**config.mk**
```make
export PLATFORM = sky130hd
export DESIGN_NAME = window3x3_gen
export DESIGN_NICKNAME = d
export VERILOG_FILES = /design/src/rtl/window3x3_gen_pkg.sv /design/src/rtl/window3x3_gen_line_buf.sv /design/src/rtl/window3x3_gen.sv
export SDC_FILE = /design/constraint.sdc
export NUM_CORES = 1
export LEC_CHECK = 0
export CAP_MARGIN = 10
export CORE_UTILIZATION = 64
export CTS_CLUSTER_SIZE = 28
export DETAILED_ROUTE_END_ITERATION = 10
export PLACE_DENSITY = 0.95
export SLEW_MARGIN = 20
export SYNTH_ARGS = -nofsm -noshare
export SYNTH_HDL_FRONTEND = slang
export SYNTH_SLANG_ARGS = --single-unit
export TNS_END_PERCENT = 30
```
**constraint.sdc**
```tcl
create_clock -name clk -period 5.8 [get_ports clk]
set_input_delay 1.16 -clock clk [delete_from_list [all_inputs] [get_ports clk]]
set_output_delay 1.16 -clock clk [all_outputs]
set_load 0.005 [all_outputs]
```
**src/rtl/window3x3_gen_pkg.sv**
```systemverilog
// window3x3_gen_pkg: shared window geometry and FSM encoding for window3x3_gen
package window3x3_gen_pkg;
  localparam int NTAPS = 9;
  typedef enum logic [1:0] {IDLE, FILL, RUN} state_e;
endpackage

```
**src/rtl/window3x3_gen_line_buf.sv**
```systemverilog
// window3x3_gen_line_buf: DEPTH-deep circular delay line, read-before-write, storage not reset
//   clk, rst_n : clock, async active-low reset (pointer only)
//   we_i       : advance one slot (push d_i, present the value pushed DEPTH writes ago)
//   d_i, q_o   : write data, delayed read data
module window3x3_gen_line_buf #(
  parameter int DEPTH = 16,
  parameter int WIDTH = 8
) (
  input  logic             clk,
  input  logic             rst_n,
  input  logic             we_i,
  input  logic [WIDTH-1:0] d_i,
  output logic [WIDTH-1:0] q_o
);
  localparam int AW = $clog2(DEPTH);
  logic [WIDTH-1:0] mem_q [DEPTH];
  logic [AW-1:0] ptr_q, ptr_d;
  assign q_o = mem_q[ptr_q];
  assign ptr_d = ptr_q == AW'(DEPTH - 1) ? '0 : ptr_q + AW'(1);
  always_ff @(posedge clk or negedge rst_n)
    if (!rst_n) ptr_q <= '0;
    else if (we_i) ptr_q <= ptr_d;
  always_ff @(posedge clk)
    if (we_i) mem_q[ptr_q] <= d_i;
endmodule

```
**src/rtl/window3x3_gen.sv**
```systemverilog
// window3x3_gen: raster pixel stream to packed 3x3 neighbourhood windows (border windows dropped)
//   clk, rst_n          : clock, async active-low reset
//   enable              : global stall, 0 freezes all state and squashes win_valid/win_last
//   sof, pix_valid      : start of frame (qualified by pix_valid), pixel valid
//   pix_in              : raster-order pixel
//   win_out             : {p00,p01,p02,p10,p11,p12,p20,p21,p22}, p00 in the MSBs
//   win_valid, win_last : one-cycle window strobe, last window of the frame
module window3x3_gen
  import window3x3_gen_pkg::*;
#(
  parameter int DATA_W = 8,
  parameter int IMG_W  = 16,
  parameter int IMG_H  = 16
) (
  input  logic                    clk,
  input  logic                    rst_n,
  input  logic                    enable,
  input  logic                    sof,
  input  logic                    pix_valid,
  input  logic [DATA_W-1:0]       pix_in,
  output logic [NTAPS*DATA_W-1:0] win_out,
  output logic                    win_valid,
  output logic                    win_last
);
  localparam int CW = $clog2(IMG_W);
  localparam int RW = $clog2(IMG_H);
  localparam logic [CW-1:0] CMAX = CW'(IMG_W - 1);
  localparam logic [RW-1:0] RMAX = RW'(IMG_H - 1);
  state_e state_q, state_d;
  logic [CW-1:0] col_q, col_d, cur_col;
  logic [RW-1:0] row_q, row_d, cur_row;
  logic [0:2][0:2][DATA_W-1:0] tap_q, tap_d;
  logic [NTAPS*DATA_W-1:0] win_out_q;
  logic win_valid_q, win_last_q, win_valid_d, win_last_d;
  logic [DATA_W-1:0] lb0, lb1;
  logic acc, take, eol, eof;
  assign acc = enable & pix_valid;
  // IDLE pixels without sof never enter the pipeline
  assign take = acc & (state_q != IDLE | sof);
  // sof forces the current pixel to (0,0), aborting any frame in progress
  assign cur_col = sof ? '0 : col_q;
  assign cur_row = sof ? '0 : row_q;
  assign eol = cur_col == CMAX;
  assign eof = eol & (cur_row == RMAX);
  assign col_d = !take ? col_q : eol ? '0 : cur_col + CW'(1);
  assign row_d = !take ? row_q : !eol ? cur_row : cur_row == RMAX ? '0 : cur_row + RW'(1);
  window3x3_gen_line_buf #(.DEPTH(IMG_W), .WIDTH(DATA_W)) u_lb0 (
    .clk(clk), .rst_n(rst_n), .we_i(take), .d_i(pix_in), .q_o(lb0)
  );
  window3x3_gen_line_buf #(.DEPTH(IMG_W), .WIDTH(DATA_W)) u_lb1 (
    .clk(clk), .rst_n(rst_n), .we_i(take), .d_i(lb0), .q_o(lb1)
  );
  // shift left; the newest column is {two rows up, one row up, current}
  assign tap_d = {tap_q[0][1], tap_q[0][2], lb1,
                  tap_q[1][1], tap_q[1][2], lb0,
                  tap_q[2][1], tap_q[2][2], pix_in};
  always_ff @(posedge clk or negedge rst_n)
    if (!rst_n) state_q <= IDLE;
    else state_q <= state_d;
  always_comb
    state_d = !take ? state_q :
              sof ? FILL :
              state_q == FILL && cur_row == RW'(1) && eol ? RUN :
              state_q == RUN && eof ? IDLE : state_q;
  always_comb begin
    win_valid_d = take & ~sof & (state_q == RUN) & (col_q >= CW'(2));
    win_last_d = win_valid_d & eof;
  end
  always_ff @(posedge clk or negedge rst_n)
    if (!rst_n) begin
      col_q <= '0;
      row_q <= '0;
      tap_q <= '0;
      win_out_q <= '0;
      win_valid_q <= 1'b0;
      win_last_q <= 1'b0;
    end else begin
      col_q <= col_d;
      row_q <= row_d;
      win_valid_q <= win_valid_d;
      win_last_q <= win_last_d;
      if (take) tap_q <= tap_d;
      if (win_valid_d) win_out_q <= tap_d;
    end
  assign win_out = win_out_q;
  assign win_valid = win_valid_q;
  assign win_last = win_last_q;
endmodule

```
# ---- After elaboration in Yosys (flattened, before gate mapping)
# Memories as Yosys holds them, arrays and structs flattened.
# Index checks and enable logic that the tools add are counted.
dict set report word_totals {
  register_bits 140
  ram_bits 256
  input_bits 13
  out_inout_bits 74
  word_cells 55
  n_memories 2
}
dict set report classes {
  addsub 4
  magnitude_cmp 1
  n_eq_ne 7
  n_mux 12
  bitwise 9
  reduce_logical 6
}
# name words width read_ports rd_ports_with_merged_regs wr line_no
set memory_table {}
lappend memory_table {u_lb0.mem_q 16 8 1 0 1 window3x3_gen_line_buf.sv:16} ;# logic [WIDTH-1:0] mem_q [DEPTH];
lappend memory_table {u_lb1.mem_q 16 8 1 0 1 window3x3_gen_line_buf.sv:16}
# cell n
set op_table {}
lappend op_table {{$mux 4} 7}
lappend op_table {{$add 4x1->4 const B} 4}
lappend op_table {{$eq 4x4->1 const B} 4}
lappend op_table {{$and 1x1->1} 7}
lappend op_table {{$mux 2} 3}
lappend op_table {{$eq 4x1->1 const B} 1}
lappend op_table {{$ge 4x2->1 const B} 1}
lappend op_table {{$logic_and 1x1->1} 3}
lappend op_table {{$reduce_bool 3->1} 1}
lappend op_table {{$eq 2x1->1 const B} 1}
lappend op_table {{$eq 2x2->1 const B} 1}
lappend op_table {{$mux 1} 2}
lappend op_table {{$reduce_and 2->1} 1}
lappend op_table {{$reduce_bool 2->1} 1}
lappend op_table {{$not 1->1} 1}
lappend op_table {{$or 1x1->1} 1}

# ---- Depth between registers and ports, before layout
# Gate-level depths: netlist (run 1).
dict set report logic_depth {
  depth_word 7
  ltp_mapped 8
  depth_no_buf 7
}

# ---- Cells and area by module
# Synthesis (run 1) repeated with hierarchy kept, for this count alone.
dict set report unflattened {
  hier_cells 929
  area_unflattened_um2 15756.4
}
# module instances cells_each area_per_inst_um2
set by_module_without_submodules {}
lappend by_module_without_submodules {window3x3_gen_line_buf 2 252 5256.3}
lappend by_module_without_submodules {window3x3_gen 1 425 5243.8}

# ---- Least setup slack after synthesis (run 1)
# No wires, ideal clock.
dict set report synth_timing {
  path_kind {input -> register}
  start {input sof}
  end {memory u_lb0.mem_q[0][0] (enable)}
  setup_ps 383
  arrival_time_ps 2495
  required_time_ps 5417
  slack_ps 2922
  stages 5
  cell_sequence {o311a_1 -> buf_2 -> buf_1 -> nand2_1 -> nor3_1}
}
dict set report synth_via {
  elab_chain_len 4
}
# element line_no
set synth_lines {}
lappend synth_lines {{from (decl)} window3x3_gen.sv:18} ;# input logic sof,
lappend synth_lines {{$or 1x1->1} window3x3_gen.sv:39} ;# assign take = acc & (state_q != IDLE | sof);
lappend synth_lines {{$and 1x1->1} window3x3_gen.sv:39}
lappend synth_lines {{$mux 1} window3x3_gen_line_buf.sv:24} ;# if (we_i) mem_q[ptr_q] <= d_i;
lappend synth_lines {{$mux 1 (not written as such)} window3x3_gen_line_buf.sv:24}
lappend synth_lines {{to (decl)} window3x3_gen_line_buf.sv:16}
# Every way passes these cells.

# ---- Final worst setup path (run 1)
dict set report layout_timing {
  start {input sof}
  end {memory u_lb1.mem_q[6][3] (enable)}
}
dict set report layout_via {
  elab_chain_len 4
}
# element line_no
set layout_lines {}
lappend layout_lines {{$or 1x1->1} window3x3_gen.sv:39}
lappend layout_lines {{$and 1x1->1} window3x3_gen.sv:39}
lappend layout_lines {{$mux 1} window3x3_gen_line_buf.sv:24}
lappend layout_lines {{$mux 1 (not written as such)} window3x3_gen_line_buf.sv:24}
lappend layout_lines {{to (decl)} window3x3_gen_line_buf.sv:16}
# Every way passes these cells.

==> impl_results.md, run 1 <==
- F_max: around 250 MHz
- Post_cts resized: 0
- Design area: about 18000 sq um
- YS warnings: 0
- Skew-Pair Late Insertion Delay: around 550 ps
- Ys flop type: edfxtp_1
- RSZ-0062 raised after global routing: no
- Logic pwr share: 0.226
- Largest net degree at the start of global routing: about 110
- Via/cell ratio: 6.55
- Detailed Route WL: about 37000 um
- N_diodes: 0
- Post-Syn Area: 15500 sq um
- Leak: approximately 7 nW
- Root buf cell: clkbuf_16
- Cells after Synth: between 800 and 900
- Rel. slew slack: 0.249
- Final hold violations: 0
- Layout area overhead: 15.4%
- P_sw: 2.48 mW
- Internal power: 5.49 mW
- Gpl congestion: between 0.8 and 0.9
- Crit Path Category: in -> reg
- Post-DP Area: between 15000 and 20000 sq um
- Clk sinks: approximately 400
- CP endpoint kind: flop
- CTS H-tree depth: 2
- Antenna violations before repair: 0
- All-Layer GR Usage: 0.310
- DR pass1 iterations: 5
- Nets: approximately 1.0k
- Die Ht: between 150 and 200 um
- Ports: 87
- Clock Skew: about 24 ps
- Vias in the first global route: around 9k
- Setup Total Neg Slack: 0 ps
- Post-synthesis register bit count: 396
- Worst Hold Class: reg -> reg
- Switching Share: 0.311
- Setup violators final: 0
- Num CTS Buffers: 38
- Post-CTS setup buffers: 0
- Syn_nets: ~920
- CP Data Arrival Time: approximately 4100 ps
- Post-DRT Antenna Nets: 0
- # hold bufs at CTS: 0
- Period utilisation layout: 0.687
- Total number of vias: between 8k and 9k
- Max Root-Sink Buffers: 3
- DR iter-0 viols: around 1k
- Post-synth EDFFs: 256
- Largest fanout on the critical path: 39
- Initial Utilization: 0.655
- CTS tree: built
- WL/cell: between 20 and 30 um
- Max cap viols: 0
- Core area: 23600 sq um
- Clock slew at reported path FFs: 60 ps
- Dpl hpwl: around 21000 um
- VDD IR-drop max: 0.000454 V
- Critical Path Source Type: input pin
- Standard-cell rows: 56
- Sequential element share of the synthesized area: 0.724
- Final Slew Violations: 0
- Full die area: 24800 sq um
- Asr flop ratio synth: 0.354
- Mean post-synth cell area: roughly 17 sq um
- Req. time, crit path: 5950 ps
- Proportion of layout cells with a drive suffix above 1: 0.221
- Residual DRC: 0
- Yosys cell types: 38
- Tightest Pin Transition: 1120 ps
- Layout fillers: 1177
- Global-route wire length before repair: 54900 um
- Pwr dens: approximately 450 nW/um^2
- Gr ovfl total: 0
- Seq pwr share: 0.481
- Fin crit period: about 4000 ps
- Die X-Extent: 157 um
- Port Buffers: 86
- Clock power share: 0.293
- Outcome: finished clean
==> cells in the final DEF, fill, tap and decap left out, types with 3 or more instances in the layout <==
| cell | n |
|---|---|
| clkbuf_8 | 4 |
| mux2_2 | 77 |
| a21oi_1 | 7 |
| o21ai_1 | 17 |
| nand2_1 | 136 |
| nor3_1 | 4 |
| mux4_2 | 64 |
| clkinv_1 | 3 |
| nor4_1 | 4 |
| nand3_1 | 9 |
| clkdlybuf4s50_1 | 85 |
| o21ai_0 | 10 |
| mux2i_1 | 40 |
| clkbuf_16 | 38 |
| nor3_2 | 7 |
| nor2b_1 | 3 |
| mux2_1 | 3 |
| buf_4 | 19 |
| nor2_1 | 20 |
| edfxtp_1 | 256 |
| and3_1 | 4 |
| o31ai_1 | 3 |
| clkbuf_1 | 16 |
| inv_2 | 3 |
| inv_1 | 8 |
| dfrtp_1 | 137 |
| ha_1 | 11 |
==> per-layer routing <==
layer	routed length [um]	up-vias	GRT usage
met5	0	-	0
met4	1330	0	0.126
met3	3120	112	0.0653
met2	18800	588	0.518
met1	13300	4495	0.402
li1	-	3554	-
==> flip-flops by register name, indices dropped and copies added, names as in the netlist <==
| name | cells |
|---|---|
| col_q | 4 |
| row_q | 4 |
| state_q | 2 |
| tap_d | 48 |
| u_lb0.mem_q | 128 |
| u_lb0.ptr_q | 4 |
| u_lb1.mem_q | 128 |
| u_lb1.ptr_q | 4 |
| win_last | 1 |
| win_out | 72 |
| win_valid | 1 |
==> critical path, cell delays in order <==
cell             delay [ps]
clkdlybuf4s50_1         780
o311a_2                 800
nand2_1                 420
nor3_1                  950
==> logic make-up after synthesis <==
group | count (synthesis) | synth area share
buf+inv | 58 | 0.0183
fa+ha+maj | 11 | 0.00890
xor+xnor | 4 | 0.00227
mux | 184 | 0.177
compound gates | 43 | 0.0164
flops | 396 | 0.724
simple gates | 195 | 0.0528
==> layout make-up <==
class / instances / area (sq um) / share of cell area
Sequential cell: 396 / 11200 / 0.628
Multi-Input combinational cell: 437 / 4030 / 0.226
Clock buffer: 58 / 1070 / 0.0597
Timing Repair Buffer: 105 / 1000 / 0.0563
Tap cell: 319 / 399 / 0.0224
Clock inverter: 10 / 101 / 0.00568
Inverter: 11 / 41.3 / 0.00231
==> Yosys cell counts (2+ instances only) <==
cell,count,area share
a21oi_1,7,0.0023
and3_1,4,0.0016
buf_1,4,0.00097
buf_2,19,0.0062
buf_4,3,0.0015
buf_6,4,0.0029
clkbuf_1,17,0.0041
dfrtp_1,140,0.23
edfxtp_1,256,0.50
ha_1,11,0.0089
inv_1,8,0.0019
inv_2,3,0.00073
mux2_1,3,0.0022
mux2_2,77,0.056
mux2i_1,40,0.026
mux4_2,64,0.093
nand2_1,136,0.033
nand2b_1,2,0.00081
nand3_1,9,0.0029
nand4b_1,2,0.0011
nor2_1,20,0.0049
nor2b_1,3,0.0012
nor3_1,11,0.0036
nor4_1,4,0.0016
o21ai_0,10,0.0032
o21ai_1,17,0.0055
o31ai_1,3,0.0015
o41ai_1,2,0.0011
xnor2_1,2,0.0011
xor2_1,2,0.0011
==> metrics by stage <==
step / utilization / hold slack, ps / setup slack [ps] / cells / power (mW)
floorplan: - / 442 / 2920 / 891 / 4.88
finish: 0.756 / 488 / 1810 / 1336 / 7.97
global placement: 0.705 / 454 / 1620 / 1268 / 5.44
detailed placement: 0.705 / 464 / 1340 / 1268 / 5.57
global route: 0.756 / 515 / 1690 / 1336 / 8.20
CTS: 0.754 / 494 / 1870 / 1336 / 7.94
==> worst paths after layout <==
check                      slack, ps  cells after the start                 to       start
hold reg to reg                  490                      2          tap_d[40]   tap_d[40]
max in group asynchronous       3970                      2     u_lb1.ptr_q[2]       rst_n
setup / recovery                1810                      4  u_lb1.mem_q[6][3]         sof
min in group asynchronous        730                      1          tap_d[41]       rst_n
hold / removal                   490                      2          tap_d[40]   tap_d[40]
setup reg to reg                2810                      3  u_lb1.mem_q[6][3]  state_q[1]
==> power groups by stage <==
stage	Sequential [mW]	Combinational [mW]	Clock, mW
6_report	3.83	1.80	2.34
3_3_place_gp	3.82	1.61	0
4_1_cts	3.82	1.78	2.34
2_1_floorplan	3.65	1.23	0
3_5_place_dp	3.85	1.71	0
5_1_grt	3.86	1.89	2.45
No activity file was read; power rests on OpenSTA's default activity.
==> run 2, diff against run 1 <==
--- a/config.mk
+++ b/config.mk
@@ -6,10 +6,10 @@
 export NUM_CORES = 1
 export LEC_CHECK = 0
 export CAP_MARGIN = 10
-export CORE_UTILIZATION = 64
+export CORE_UTILIZATION = 59
 export CTS_CLUSTER_SIZE = 28
 export DETAILED_ROUTE_END_ITERATION = 10
-export PLACE_DENSITY = 0.95
+export PLACE_DENSITY = 0.9
 export SLEW_MARGIN = 20
 export SYNTH_ARGS = -nofsm -noshare
 export SYNTH_HDL_FRONTEND = slang
==> constraint.sdc (replaced) <==
create_clock -name clk -period 3.8 [get_ports clk]
set_input_delay 0.76 -clock clk [delete_from_list [all_inputs] [get_ports clk]]
set_output_delay 0.76 -clock clk [all_outputs]
set_load 0.005 [all_outputs]
==> run 2 against run 1 <==
Combinational power increased by 53%. Highest routed layer unchanged. Worst setup slack got worse by 910 ps. Largest cell class unchanged. Sequential share of layout area is 1.2 points lower. Non-clock buffer count increased by 23. Routed wire length shrank 1.9%.
==> impl_results.md, run 2 (synthesis gave the netlist of run 1 again) <==
- Leak: 7.03 nW (+3.3%)
- Req. time, crit path: 4200 ps (-1750 ps)
- Register Area: 11200 sq um (about the same)
- CTS H-tree depth: 2 (unchanged)
- Setup Total Neg Slack: 0 ps (unchanged)
- Post-DRT Antenna Nets: 0 (unchanged)
- Hold Worst Slack: 294 ps (-195 ps)
- Met2 Use GR: 0.469 (-0.0491)
- Die X-Extent: 164 um (+4.1%)
- Core area: 25500 sq um (+7.9%)
- Multi-input gate area: 4000 sq um (-0.87%)
- Outcome: finished clean
- Gr ovfl total: 0 (unchanged)
- Global-route wire length before repair: 55000 um (+0.11%)
- Worst Hold Class: in -> async
- Gpl congestion: 0.794 (-4.9%)
- Rel. slew slack: 0.398 (+0.149)
- Period utilisation layout: 0.764
- WL/cell: 26.2 um (-4.4%)
- CP Data Arrival Time: 3300 ps (-830 ps)
- Max cap viols: 0 (unchanged)
- Met3 Use GR: 0.0563 (-0.00894)
- Ports: 87 (unchanged)
- Proportion of layout cells with a drive suffix above 1: 0.243 (+0.0218)
- Final hold violations: 0 (unchanged)
- Pwr dens: 692 nW/um^2 (+55%)
- CTS tree: built
- Layout area overhead: 17.7%
- VDD IR-drop max: 0.000555 V (+22%)
- Skew-Pair Late Insertion Delay: 520 ps (-30 ps)
- Dpl hpwl: 21200 um (+0.89%)
- Vias in the first global route: 9067 (+0.088%)
- Nets: 1037 (+2.4%)
- RSZ-0062 raised after global routing: no
- F_max: 345 MHz
- DR iter-0 viols: 917 (-8.7%)
- Root buf cell: clkbuf_16
- Setup violators final: 0 (unchanged)
- Critical Path Source Type: flop
- DR pass1 iterations: 7 (+2)
- Met1 Track Usage GR: 0.372 (-0.0301)
- Layout fillers: 1336 (+14%)
- # hold bufs at CTS: 0 (unchanged)
- Standard-cell rows: 58 (+3.6%)
- Commonest cells after routing, fill and taps aside: edfxtp_1 (256), dfrtp_1 (138), nand2_1 (136), clkdlybuf4s50_1 (85), mux2_2 (77)
- Port Buffers: 86 (unchanged)
- Total number of vias: 8688 (-0.70%)
- Via/cell ratio: 6.34 (-3.2%)
- Commonest non-fill, non-tap cell in the layout: edfxtp_1
- Clock Skew: 18.0 ps (-6.13 ps)
- Largest fanout on the critical path: 25 (-36%)
- Residual DRC: 0 (unchanged)
- CP endpoint kind: flop
- Tightest Pin Transition: 903 ps (-215 ps)
- Die Ht: 164 um (+4.1%)
- Clk sinks: 396 (unchanged)
- Antenna violations before repair: 0 (unchanged)
- Max Root-Sink Buffers: 3 (unchanged)
- Largest net degree at the start of global routing: 84 (-21%)
- Clock slew at reported path FFs: 70 ps (about the same)
- GR peak layer: met2
- Num CTS Buffers: 39 (+2.6%)
- Post_cts resized: 0 (unchanged)
- N_diodes: 0 (unchanged)
- Fin crit period: 2900 ps
- Full die area: 26900 sq um (+8.4%)
- Final Slew Violations: 0 (unchanged)
- Detailed Route WL: 35900 um (-1.9%)
- Reg2reg path depth: 6 (+3)
- Crit Path Category: reg -> reg
- Initial Utilization: 0.607 (-0.0478)
- All-Layer GR Usage: 0.281 (-0.0290)
- Post-CTS setup buffers: 0 (unchanged)
## run 2: critical path, stage by stage (launching register included)
cell     delay (ps)
dfrtp_2         890
buf_4           390
mux4_2          560
mux2i_1         200
mux2i_1         160
buf_4           250
mux2_2          310
## run 2: where the power goes
group	internal, mW	total [mW]	leakage, nW	switching [mW]
sequential	5.35	5.79	4.16	0.446
combinational	1.12	2.76	2.22	1.64
clock	2.44	4.03	0.658	1.59
## run 2: routing by layer
metal | part of all wire | vias up
met5 | 0 | -
met4 | 0.037 | 0
met3 | 0.084 | 109
met2 | 0.51 | 530
met1 | 0.37 | 4454
li1 | - | 3595
## run 2: layout make-up
| class | count | area share |
|---|---|---|
| Sequential cell | 396 | 0.615 |
| Clock buffer | 47 | 0.0575 |
| Inverter | 11 | 0.00227 |
| Tap cell | 330 | 0.0227 |
| Clock inverter | 22 | 0.0160 |
| Multi-Input combinational cell | 437 | 0.220 |
| Timing Repair Buffer | 128 | 0.0668 |
## run 2: stage by stage
step                setup slack, ps  total power, mW  instances   util  instance area [sq um]
finish                          899             12.6       1371  0.714                  18200
floorplan                      1320             7.45        891      -                  15500
detailed placement              815             8.49       1302  0.662                  16900
CTS                             884             12.6       1371  0.714                  18200
global placement                970             8.31       1302  0.662                  16900
global route                    756             13.0       1371  0.714                  18200
## run 2: final timing paths
check	startpoint	end	slack, ps
max in group asynchronous	rst_n	u_lb0.ptr_q[0]	2710
min in group clk	tap_d[70]	tap_d[70]	480
hold / removal	rst_n	tap_d[68]	290
setup reg to reg	u_lb0.ptr_q[0]	win_out[27]	900
hold reg to reg	tap_d[70]	tap_d[70]	480
setup / recovery	u_lb0.ptr_q[0]	win_out[27]	900
